===== src/rtl/ledr_pwm.sv =====
// Avalon-MM LED bank with per-channel PWM brightness and period-aligned duty updates.
// Define LEDR_PWM_BLINK_EN to build the optional blink divider and BLINK_MASK register.
module ledr_pwm #(
    parameter int CHANNELS      = 10,
    parameter int PWM_BITS      = 8,
    parameter int PRESCALE_BITS = 16,
    parameter int ADDR_W        = $clog2(CHANNELS + 3)
) (
    input  logic                clk,
    input  logic                reset_n,
    input  logic                chipselect,
    input  logic [ADDR_W-1:0]   address,
    input  logic                write,
    input  logic [31:0]         writedata,
    input  logic                read,
    output logic [31:0]         readdata,
    output logic [CHANNELS-1:0] ledr
);

    localparam logic [PWM_BITS-1:0] PWM_MAX = '1;
    localparam logic [ADDR_W-1:0]   A_CTRL  = ADDR_W'(CHANNELS);
    localparam logic [ADDR_W-1:0]   A_PRE   = ADDR_W'(CHANNELS + 1);

    logic [CHANNELS-1:0][PWM_BITS-1:0] duty_q;
    logic [CHANNELS-1:0][PWM_BITS-1:0] active_q;
    logic                              en_q;
    logic                              inv_q;
    logic [PRESCALE_BITS-1:0]          prescale_q;
    logic [PRESCALE_BITS-1:0]          pre_cnt_q;
    logic [PWM_BITS-1:0]               pwm_cnt_q;
    logic [CHANNELS-1:0]               ledr_q;
    logic [31:0]                       readdata_q;
    logic [31:0]                       rdata_d;
    logic [CHANNELS-1:0]               raw;
    logic [CHANNELS-1:0]               blank;
    logic                              wr_en;
    logic                              tick;
    logic                              wrap;
    logic                              unused_wdata;

    assign wr_en        = chipselect & write;
    assign tick         = en_q & (pre_cnt_q == prescale_q);
    assign wrap         = tick & (pwm_cnt_q == PWM_MAX);
    assign unused_wdata = ^writedata;

`ifdef LEDR_PWM_BLINK_EN
    localparam logic [ADDR_W-1:0] A_MASK = ADDR_W'(CHANNELS + 2);

    logic [7:0]          blink_div_q;
    logic [7:0]          blink_cnt_q;
    logic                phase_q;
    logic [CHANNELS-1:0] blink_mask_q;

    always_ff @(posedge clk or negedge reset_n) begin
        if (!reset_n) begin
            blink_div_q  <= '0;
            blink_cnt_q  <= '0;
            phase_q      <= 1'b0;
            blink_mask_q <= '0;
        end else begin
            if (wr_en && address == A_CTRL) blink_div_q <= writedata[15:8];
            if (wr_en && address == A_MASK) blink_mask_q <= writedata[CHANNELS-1:0];
            if (!en_q) begin
                blink_cnt_q <= '0;
                phase_q     <= 1'b0;
            end else if (wrap) begin
                if (blink_cnt_q == blink_div_q) begin
                    blink_cnt_q <= '0;
                    phase_q     <= ~phase_q;
                end else begin
                    blink_cnt_q <= blink_cnt_q + 8'd1;
                end
            end
        end
    end

    assign blank = phase_q ? blink_mask_q : '0;
`else
    assign blank = '0;
`endif

    always_ff @(posedge clk or negedge reset_n) begin
        if (!reset_n) begin
            duty_q     <= '0;
            active_q   <= '0;
            en_q       <= 1'b0;
            inv_q      <= 1'b0;
            prescale_q <= '0;
            pre_cnt_q  <= '0;
            pwm_cnt_q  <= '0;
        end else begin
            for (int i = 0; i < CHANNELS; i++) begin
                if (wr_en && address == ADDR_W'(i)) duty_q[i] <= writedata[PWM_BITS-1:0];
                // Shadow copies in at the period boundary so a running period is never cut short.
                if (!en_q || wrap) active_q[i] <= duty_q[i];
            end
            if (wr_en && address == A_CTRL) begin
                en_q  <= writedata[0];
                inv_q <= writedata[1];
            end
            if (wr_en && address == A_PRE) prescale_q <= writedata[PRESCALE_BITS-1:0];
            if (!en_q) begin
                pre_cnt_q <= '0;
                pwm_cnt_q <= '0;
            end else if (tick) begin
                pre_cnt_q <= '0;
                pwm_cnt_q <= pwm_cnt_q + PWM_BITS'(1);
            end else begin
                // Past a lowered PRESCALE this simply runs on to natural overflow.
                pre_cnt_q <= pre_cnt_q + PRESCALE_BITS'(1);
            end
        end
    end

    for (genvar gi = 0; gi < CHANNELS; gi++) begin : g_raw
        assign raw[gi] = en_q & ~blank[gi] &
                         ((active_q[gi] == PWM_MAX) | (pwm_cnt_q < active_q[gi]));
    end

    always_comb begin
        rdata_d = '0;
        for (int i = 0; i < CHANNELS; i++) begin
            if (address == ADDR_W'(i)) rdata_d = 32'(duty_q[i]);
        end
`ifdef LEDR_PWM_BLINK_EN
        if (address == A_CTRL) rdata_d = {16'd0, blink_div_q, 6'd0, inv_q, en_q};
        if (address == A_MASK) rdata_d = 32'(blink_mask_q);
`else
        if (address == A_CTRL) rdata_d = {30'd0, inv_q, en_q};
`endif
        if (address == A_PRE) rdata_d = 32'(prescale_q);
    end

    always_ff @(posedge clk or negedge reset_n) begin
        if (!reset_n) begin
            ledr_q     <= '0;
            readdata_q <= '0;
        end else begin
            ledr_q <= raw ^ {CHANNELS{inv_q}};
            if (chipselect && read) readdata_q <= rdata_d;
        end
    end

    assign ledr     = ledr_q;
    assign readdata = readdata_q;

endmodule


===== config.mk =====
export PLATFORM = sky130hd
export DESIGN_NAME = ledr_pwm
export DESIGN_NICKNAME = d
export VERILOG_FILES = /design/src/rtl/ledr_pwm.sv
export SDC_FILE = /design/constraint.sdc
export NUM_CORES = 1
export LEC_CHECK = 0
export BUFFER_PORTS_ARGS = -buffer_cell sky130_fd_sc_hd__buf_2
export CORE_AREA = 2 2 180 182
export DETAILED_ROUTE_END_ITERATION = 8
export DIE_AREA = 0 0 182 184
export PLACE_DENSITY = 0.55
export SLEW_MARGIN = 0
export SYNTH_ARGS = -nofsm -noshare
export SYNTH_HDL_FRONTEND = slang
export SYNTH_SLANG_ARGS = --single-unit
export TNS_END_PERCENT = 50

===== constraint.sdc =====
create_clock -name clk -period 3.5 [get_ports clk]
set_clock_uncertainty 0.1 [all_clocks]
set_input_delay 0.175 -clock clk [delete_from_list [all_inputs] [get_ports clk]]
set_output_delay 0.175 -clock clk [all_outputs]
set_load 0.005 [all_outputs]

==> impl_metrics.tcl, run 1 <==
set metrics [dict create \
    status "finished, final reports clean" \
    chipWidth_um 182 \
    core_um2 31390 \
    n_antenna_cell 0 \
    first_pass_iters 5 \
    synth-seq-area-share 0.4704 \
    vias 7892 \
    ys_types 51 \
    drt_wl_total_um 31420 \
    drv_cap 0 \
    clk_latency_ns 0.52 \
    rsz0062_at_grt "no" \
    start_util 0.3864 \
    r2r_end "active_q[40]" \
    r2r.worst_path.cells 6 \
    critPathArrivalTime_ns 3.20 \
    cts_buffers 26 \
    num_io_pins 83 \
    powerDensity_nw_per_um2 651.6 \
    hold_path.class "input pin to flop" \
    start_kind "flop" \
    drc 0 \
    hpwl_um 22010 \
    via_per_inst 5.297 \
    mostFrequentLayoutCell "dfrtp_1" \
    setup_violations 0 \
    report.final.slew_viol_count 0 \
    grt_overflow 0 \
    r2r-start "prescale_q[5]" \
    tns_ns 0 \
    netlist_instances 1004 \
    clock.fmax_mhz 345.2 \
    die-area_um2 33490 \
    crit_type "flop to flop" \
    min_path_cells 2 \
    r2r_setup_slack_ns 0.60 \
    min_period_over_period 0.8276 \
    synthFlopType "dfrtp_1" \
    slew-limit-headroom 0.3529 \
    root_buffer "clkbuf_16" \
    dp_slack_ns 0.6194 \
    port_buffers 50 \
    synth_top_area_share 0.4704 \
    grtUsageTotal 0.1927 \
    required_ns 3.80 \
    area_growth_pct 13.44 \
    rows 65 \
    drt_iter0_drc 459 \
    grt_max_degree 81 \
    yosys_register_bits 228 \
    postSynthAreaPerCell_um2 12.08 \
    grt_pass1_vias 7927 \
    fillers 2908 \
    cts_buffer_depth 3 \
    fin_crit_ns 2.897 \
    htree_levels 1 \
    ir_drop_mv 0.3421 \
    synth_area_um2 12130 \
    clkSinkCount 228 \
    globalplace.congestion 0.8227 \
    stdcell_area_um2 13760 \
    synth_edf_count 0 \
    wl_per_cell_um 21.09 \
    antenna_found_initial 0 \
    worstMarginPinSlew_ns 0.9706 \
    endpoint_kind "flop" \
    setup_slack_ns 0.6033 \
    ys.warnings.count 0 \
    power_leakage_nw 6.602 \
    grt_pass1_wl_um 49130 \
    drive_above_1_share 0.2748 \
    clk_pin_slew_ns 0.06 \
    min_from "writedata[7]" \
    ant_nets 0 \
    cts_tree "built" \
    crit_path_max_fanout 48 \
    holdPathEnd "duty_q[79]" \
    final_cell_mix "dfrtp_1, mux2_2, inv_1" \
    utilization 0.4383 \
    ys_async_sr_fraction 1.000 \
    yosys-top-cells-area "dfrtp_1, mux2_4, mux2_2" \
    postCtsSetupRepairBufs 0 \
    die_h_um 184 \
    final-hold-violation-count 0 \
    placed_area_um2 12820 \
    yosys.area.top_type "dfrtp_1" \
    fin_nets 1187 \
]
==> sequential cells by signal (all words and copies together), names as in the netlist <==
signal      flops
readdata       16
duty_q         80
pwm_cnt_q       8
inv_q           1
active_q       80
en_q            1
prescale_q     16
ledr           10
pre_cnt_q      16
==> cells in the mapped netlist (5+ instances only) <==
cell type,count
mux2_2,99
a22oi_1,6
ha_1,72
a211oi_1,5
nor2_1,51
mux2i_1,11
o21a_1,12
nor3_1,9
a22o_1,12
a21o_1,9
mux2_4,80
mux4_2,8
clkbuf_1,26
nand2_1,38
nor2b_1,8
nand3_1,8
nor4_1,9
o22ai_1,9
inv_1,85
or3_1,7
o2111ai_1,8
a221oi_1,7
nand2b_1,10
a21oi_1,21
buf_6,8
buf_4,16
buf_1,6
xnor2_1,13
xor2_1,26
dfrtp_1,228
nand4_1,27
o21ai_0,34
==> cell type report <==
| type | count | area, um^2 | area share |
|---|---|---|---|
| repair buffers | 84 | 580.6 | 0.04219 |
| inverters | 85 | 319.1 | 0.02319 |
| clock buffers | 36 | 739.5 | 0.05374 |
| well taps | 402 | 503.0 | 0.03656 |
| clock inverters | 6 | 86.33 | 0.006274 |
| flip-flops and latches | 228 | 5705 | 0.4147 |
| multi-input cells | 649 | 5826 | 0.4234 |
==> power by group <==
group / leakage, nW / internal (W) / switching (W)
logic: 3.26 / 0.00133 / 0.00101
registers: 2.94 / 0.00333 / 0.000625
clock network: 0.402 / 0.00161 / 0.00106
==> timing repair <==
item / CTS / global route
hold endpoints to repair: 87 / 0
hold buffers: 11 / 0
resized for setup: 0 / 0
==> critical path, cell delays in order (launching register included) <==
cell and delay [ns]:
dfrtp_1 0.44, xor2_1 0.19, nor4_1 0.50, nand4_2 0.24, o41ai_4 0.53, buf_12 0.36
mux2_4 0.33
==> worst max path at each step <==
stage | to | start | cells after the start
after floorplan | active_q[0] | pre_cnt_q[6] | 6
after global placement | active_q[42] | prescale_q[5] | 6
after detailed placement | active_q[28] | prescale_q[5] | 6
after CTS | active_q[29] | prescale_q[5] | 6
after global routing | active_q[40] | prescale_q[5] | 6
final | active_q[40] | prescale_q[5] | 6
==> stage by stage <==
stage	std cells	hold slack, ns	power, W
after floorplan	1019	-0.2206	0.005621
after detailed placement	1437	0.1317	0.006349
after global placement	1437	0.1290	0.006297
final	1490	0.05155	0.008965
after CTS	1490	0.04790	0.009075
after global routing	1490	0.04351	0.009520
==> layer usage <==
layer | wire, um | global-route usage | vias to the layer above
li1 | - | - | 3728
met1 | 15580 | 0.2836 | 3990
met2 | 14220 | 0.3067 | 140
met3 | 1137 | 0.02595 | 34
met4 | 482 | 0.03452 | 0
met5 | 0 | 0 | -
==> cell families after synthesis <==
family	Yosys count	share of synthesized area
xor gates and xnor gates	39	0.02816
DFF	228	0.4704
muxes	198	0.2149
adders and majority gates	72	0.07427
AOI/OAI and AO/OA	145	0.08366
other	1	0.0003092
buffers and inverters	142	0.05395
and+or+nand+nor	179	0.07438
(Power assumes the default switching activity.)
==> run 2: changes to the inputs <==
clock period = 2.7 ns   (was 3.5 ns; I/O delays follow)
==> impl_metrics.tcl, run 2 (synthesis results as in run 1) <==
set metrics [dict create \
    ir_drop_mv 0.4292 \
    critPathTopFamily "buffers and inverters" \
    core_um2 31390 \
    setup_slack_ns 0.1987 \
    report.final.slew_viol_count 0 \
    final_cell_mix "dfrtp_1, mux2_2, inv_1" \
    drt_iter0_drc 386 \
    hpwl_um 22710 \
    crit_path_max_fanout 17 \
    clock.fmax_mhz 399.8 \
    drc 0 \
    path_cells "xor2_1 -> nor4_1 -> buf_4 -> nand4_2 -> o41ai_4 -> buf_12 -> buf_12 -> mux2_4" \
    n_antenna_cell 0 \
    cp_slowest_stage_delay_ns 0.40 \
    final-hold-violation-count 0 \
    stdcell_area_um2 14180 \
    rows 65 \
    grt_pass1_vias 8170 \
    grtUsageTotal 0.1922 \
    die-area_um2 33490 \
    die_h_um 184 \
    cts_buffers 27 \
    critPathArrivalTime_ns 2.82 \
    min_from "writedata[7]" \
    ant_nets 0 \
    placed_area_um2 13120 \
    slew-limit-headroom 0.4772 \
    cpMostUsedCell "buf_12" \
    chipWidth_um 182 \
    root_buffer "clkbuf_16" \
    cts_tree "built" \
    mostFrequentLayoutCell "dfrtp_1" \
    antenna_found_initial 1 \
    vias 8100 \
    r2r-start "prescale_q[15]" \
    min_period_over_period 0.9264 \
    port_buffers 50 \
    start_kind "flop" \
    grt_pass1_wl_um 49210 \
    slowest_stage "dfrtp_1" \
    clkSinkCount 228 \
    dp_slack_ns -0.07736 \
    area_growth_pct 16.92 \
    drive_above_1_share 0.3059 \
    grt_overflow 0 \
    r2r.worst_path.cells 8 \
    utilization 0.4517 \
    num_io_pins 83 \
    holdPathEnd "duty_q[79]" \
    cts_buffer_depth 3 \
    hold_path.class "input pin to flop" \
    clk_pin_slew_ns 0.06 \
    fin_nets 1223 \
    setup_violations 0 \
    worstMarginPinSlew_ns 0.7842 \
    start_util 0.3864 \
    postCtsSetupRepairBufs 0 \
    wl_per_cell_um 20.53 \
    path_buf_inv 3 \
    reg_top3 "active_q (80), duty_q (80)" \
    globalplace.congestion 0.7987 \
    fin_crit_ns 2.501 \
    rsz0062_at_grt "no" \
    required_ns 3.02 \
    crit_type "flop to flop" \
    grt_max_degree 82 \
    crit_cells 8 \
    min_path_cells 2 \
    via_per_inst 5.284 \
    htree_levels 1 \
    status "finished, final reports clean" \
    r2r_setup_slack_ns 0.20 \
    first_pass_iters 5 \
    power_leakage_nw 6.853 \
    drt_wl_total_um 31470 \
    endpoint_kind "flop" \
    drv_cap 0 \
    powerDensity_nw_per_um2 851.8 \
    clk_latency_ns 0.53 \
    r2r_end "active_q[21]" \
]
==> run 2: changes by cell type in the layout (fill, tap and decap cells not counted), moves of 2 or more <==
cell / before / now
nor4_2: 1 / 3
buf_12: 3 / 6
clkbuf_8: 3 / 7
clkbuf_1: 6 / 3
clkinv_2: 2 / 7
buf_4: 20 / 51
nor4_1: 9 / 7
==> run 2: how the worst max path moves through the flow <==
stage | start | end
3_5_place_dp | prescale_q[8] | active_q[77]
4_1_cts | prescale_q[8] | active_q[77]
2_1_floorplan | pre_cnt_q[6] | active_q[0]
6_report | prescale_q[15] | active_q[21]
3_3_place_gp | prescale_q[8] | active_q[23]
5_1_grt | prescale_q[15] | active_q[44]
==> run 2: repair_timing <==
item	4_1_cts	5_1_grt
hold endpoints to repair	100	0
hold buffers	12	0
pin swaps	1	1
endpoints found under the setup margin	77	77
resized for setup	2	0
==> run 2: cell type report <==
class                           count  area (um^2)
Fill cell                        2927        17210
Multi-Input combinational cell    649         5838
Sequential cell                   228         5705
Timing Repair Buffer              119        883.3
Clock buffer                       37        783.3
Tap cell                          402        503.0
Inverter                           85        319.1
Clock inverter                     13        148.9
==> run 2: where the power goes <==
group | internal [W] | switching (W)
Clock | 0.00231 | 0.00146
Sequential | 0.00431 | 0.000824
Combinational | 0.00184 | 0.00133
==> run 2: worst reg2reg max path, cell delays in order (launching register included) <==
cell and delay, ns:
dfrtp_1 0.40, xor2_1 0.17, nor4_1 0.28, buf_4 0.17, nand4_2 0.21, o41ai_4 0.33, buf_12 0.22, buf_12 0.19
mux2_4 0.32
==> run 2: per-stage QoR <==
stage / setup TNS (ns) / hold slack [ns] / total power [W] / cells
2_1_floorplan: 0 / -0.2606 / 0.007287 / 1019
3_3_place_gp: -3.992 / 0.08766 / 0.008295 / 1471
3_5_place_dp: -4.402 / 0.09035 / 0.008372 / 1471
4_1_cts: 0 / 0.003912 / 0.01223 / 1533
5_1_grt: 0 / 0.03330 / 0.01281 / 1533
6_report: 0 / 0.03053 / 0.01208 / 1533
==> run 2: per-layer routing <==
layer / part of all wire / GRT usage / vias up
li1: - / - / 3796
met1: 0.47 / 0.2725 / 4057
met2: 0.46 / 0.3105 / 205
met3: 0.049 / 0.03229 / 42
met4: 0.019 / 0.04032 / 0
met5: 0 / 0 / -
==> run 3: changes to the inputs <==
SETUP_SLACK_MARGIN = 0.5   (was not set)
==> impl_metrics.tcl, run 3 (synthesis results as in run 1) <==
set metrics [dict create \
    fin_nets 1221 \
    grt_max_degree 65 \
    ir_drop_mv 0.5141 \
    grtUsageTotal 0.2010 \
    rows 65 \
    drive_above_1_share 0.3023 \
    final-hold-violation-count 0 \
    grt_use_met2 0.3200 \
    dp_slack_ns 0.1526 \
    fin_crit_ns 2.480 \
    die-area_um2 33490 \
    fillers 2914 \
    clkSinkCount 228 \
    cts_buffers 27 \
    globalplace.congestion 0.8078 \
    status "finished, final reports clean" \
    required_ns 3.01 \
    chipWidth_um 182 \
    area_growth_pct 17.42 \
    drt_wl_total_um 33160 \
    core_um2 31390 \
    clock.fmax_mhz 403.2 \
    port_buffers 50 \
    endpoint_kind "flop" \
    crit_type "flop to flop" \
    multi_input_area_um2 5859 \
    utilization 0.4537 \
    cts_tree "built" \
    clk_latency_ns 0.54 \
    ant_nets 0 \
    drv_cap 0 \
    cts_buffer_depth 3 \
    antenna_found_initial 0 \
    wl_per_cell_um 21.67 \
    drt_iter0_drc 454 \
    hold_path.class "input pin to async pin" \
    powerDensity_nw_per_um2 845.7 \
    report.final.slew_viol_count 0 \
    htree_levels 1 \
    grtUsageMet3 0.02476 \
    drc 0 \
    tns_ns 0 \
    total_power_w 0.01204 \
    reg_top3 "active_q (80), duty_q (80)" \
    n_antenna_cell 0 \
    slew-limit-headroom 0.5486 \
    first_pass_iters 5 \
    mostFrequentLayoutCell "dfrtp_1" \
    root_buffer "clkbuf_16" \
    clk_pin_slew_ns 0.06 \
    start_kind "flop" \
    rsz0062_at_grt "yes" \
    worstMarginPinSlew_ns 0.6764 \
    start_util 0.3864 \
    final_cell_mix "dfrtp_1, mux2_2, inv_1" \
    critPathArrivalTime_ns 2.79 \
    min_period_over_period 0.9187 \
    grt_pass1_wl_um 50900 \
    setup_violations 0 \
    num_io_pins 83 \
    top_usage_layer "met2" \
    via_per_inst 5.326 \
    setup_slack_ns 0.2196 \
    crit_path_max_fanout 13 \
    hpwl_um 23070 \
    grt_pass1_vias 8325 \
    vias 8149 \
    seq_area_um2 5707 \
    power_leakage_nw 6.844 \
    grt_overflow 0 \
    holdWs_ns 0.04052 \
    die_h_um 184 \
    met1_usage 0.2899 \
]
## run 3: cell count changes in the layout (fill, tap and decap cells not counted), moves of 2 or more
cell and change:
buf_16 +2, bufinv_16 -2, clkbuf_16 +2, buf_6 +4, buf_12 +2, clkinv_2 -6
clkbuf_1 +6, nor4_1 -2, buf_4 -11, nor4_2 +2
## run 3: repair_timing
item / in CTS / in global routing
pin swaps: 1 / 0
setup endpoints to repair: 91 / 96
cloned: 2 / 2
buffers inserted: 8 / 1
hold buffers: 11 / 0
endpoints found under the hold margin: 154 / 0
resized for setup: 11 / 1
## run 3: final timing paths
kind | start | to | slack, ns | cells past startpoint
setup / recovery | prescale_q[8] | active_q[9] | 0.22 | 8
setup reg to reg | prescale_q[8] | active_q[9] | 0.22 | 8
min in group clk | write | en_q | 0.06 | 5
hold / removal | reset_n | ledr[5] | 0.04 | 2
max in group asynchronous | reset_n | prescale_q[14] | 1.62 | 3
hold reg to reg | pre_cnt_q[0] | pre_cnt_q[0] | 0.40 | 1
## run 3: power breakdown
part	leakage, nW	internal (W)	switching (W)
registers	2.94	0.00431	0.000826
clock network	0.421	0.00213	0.00143
logic	3.49	0.00192	0.00142
## run 3: layout make-up
type,instances,area share
Inverter,85,0.02240
Multi-Input combinational cell,649,0.4114
Sequential cell,228,0.4007
Clock inverter,6,0.004744
Clock buffer,43,0.05658
Timing Repair Buffer,117,0.06887
Tap cell,402,0.03532
## run 3: metal layers
layer  part of all wire  vias to the layer above  wire (um)
met5                  0                        -          0
met2               0.46                      178      15190
met3              0.039                       43       1305
met4              0.023                        0        778
met1               0.48                     4143      15880
li1                   -                     3785          -
## run 3: per-stage QoR
step / instance area (um^2) / cells
after global placement: 13010 / 1457
final: 14240 / 1530
after detailed placement: 13010 / 1457
after global routing: 14240 / 1530
after CTS: 14180 / 1527
after floorplan: 12190 / 1019
## run 3: critical path, cell delays in order, from the launching register on
cell and delay [ns]:
dfrtp_1 0.39, xor2_1 0.18, nor4_2 0.41, nand4_4 0.20, o41ai_4 0.31, buf_6 0.17, buf_12 0.10, buf_12 0.16
mux2_4 0.31
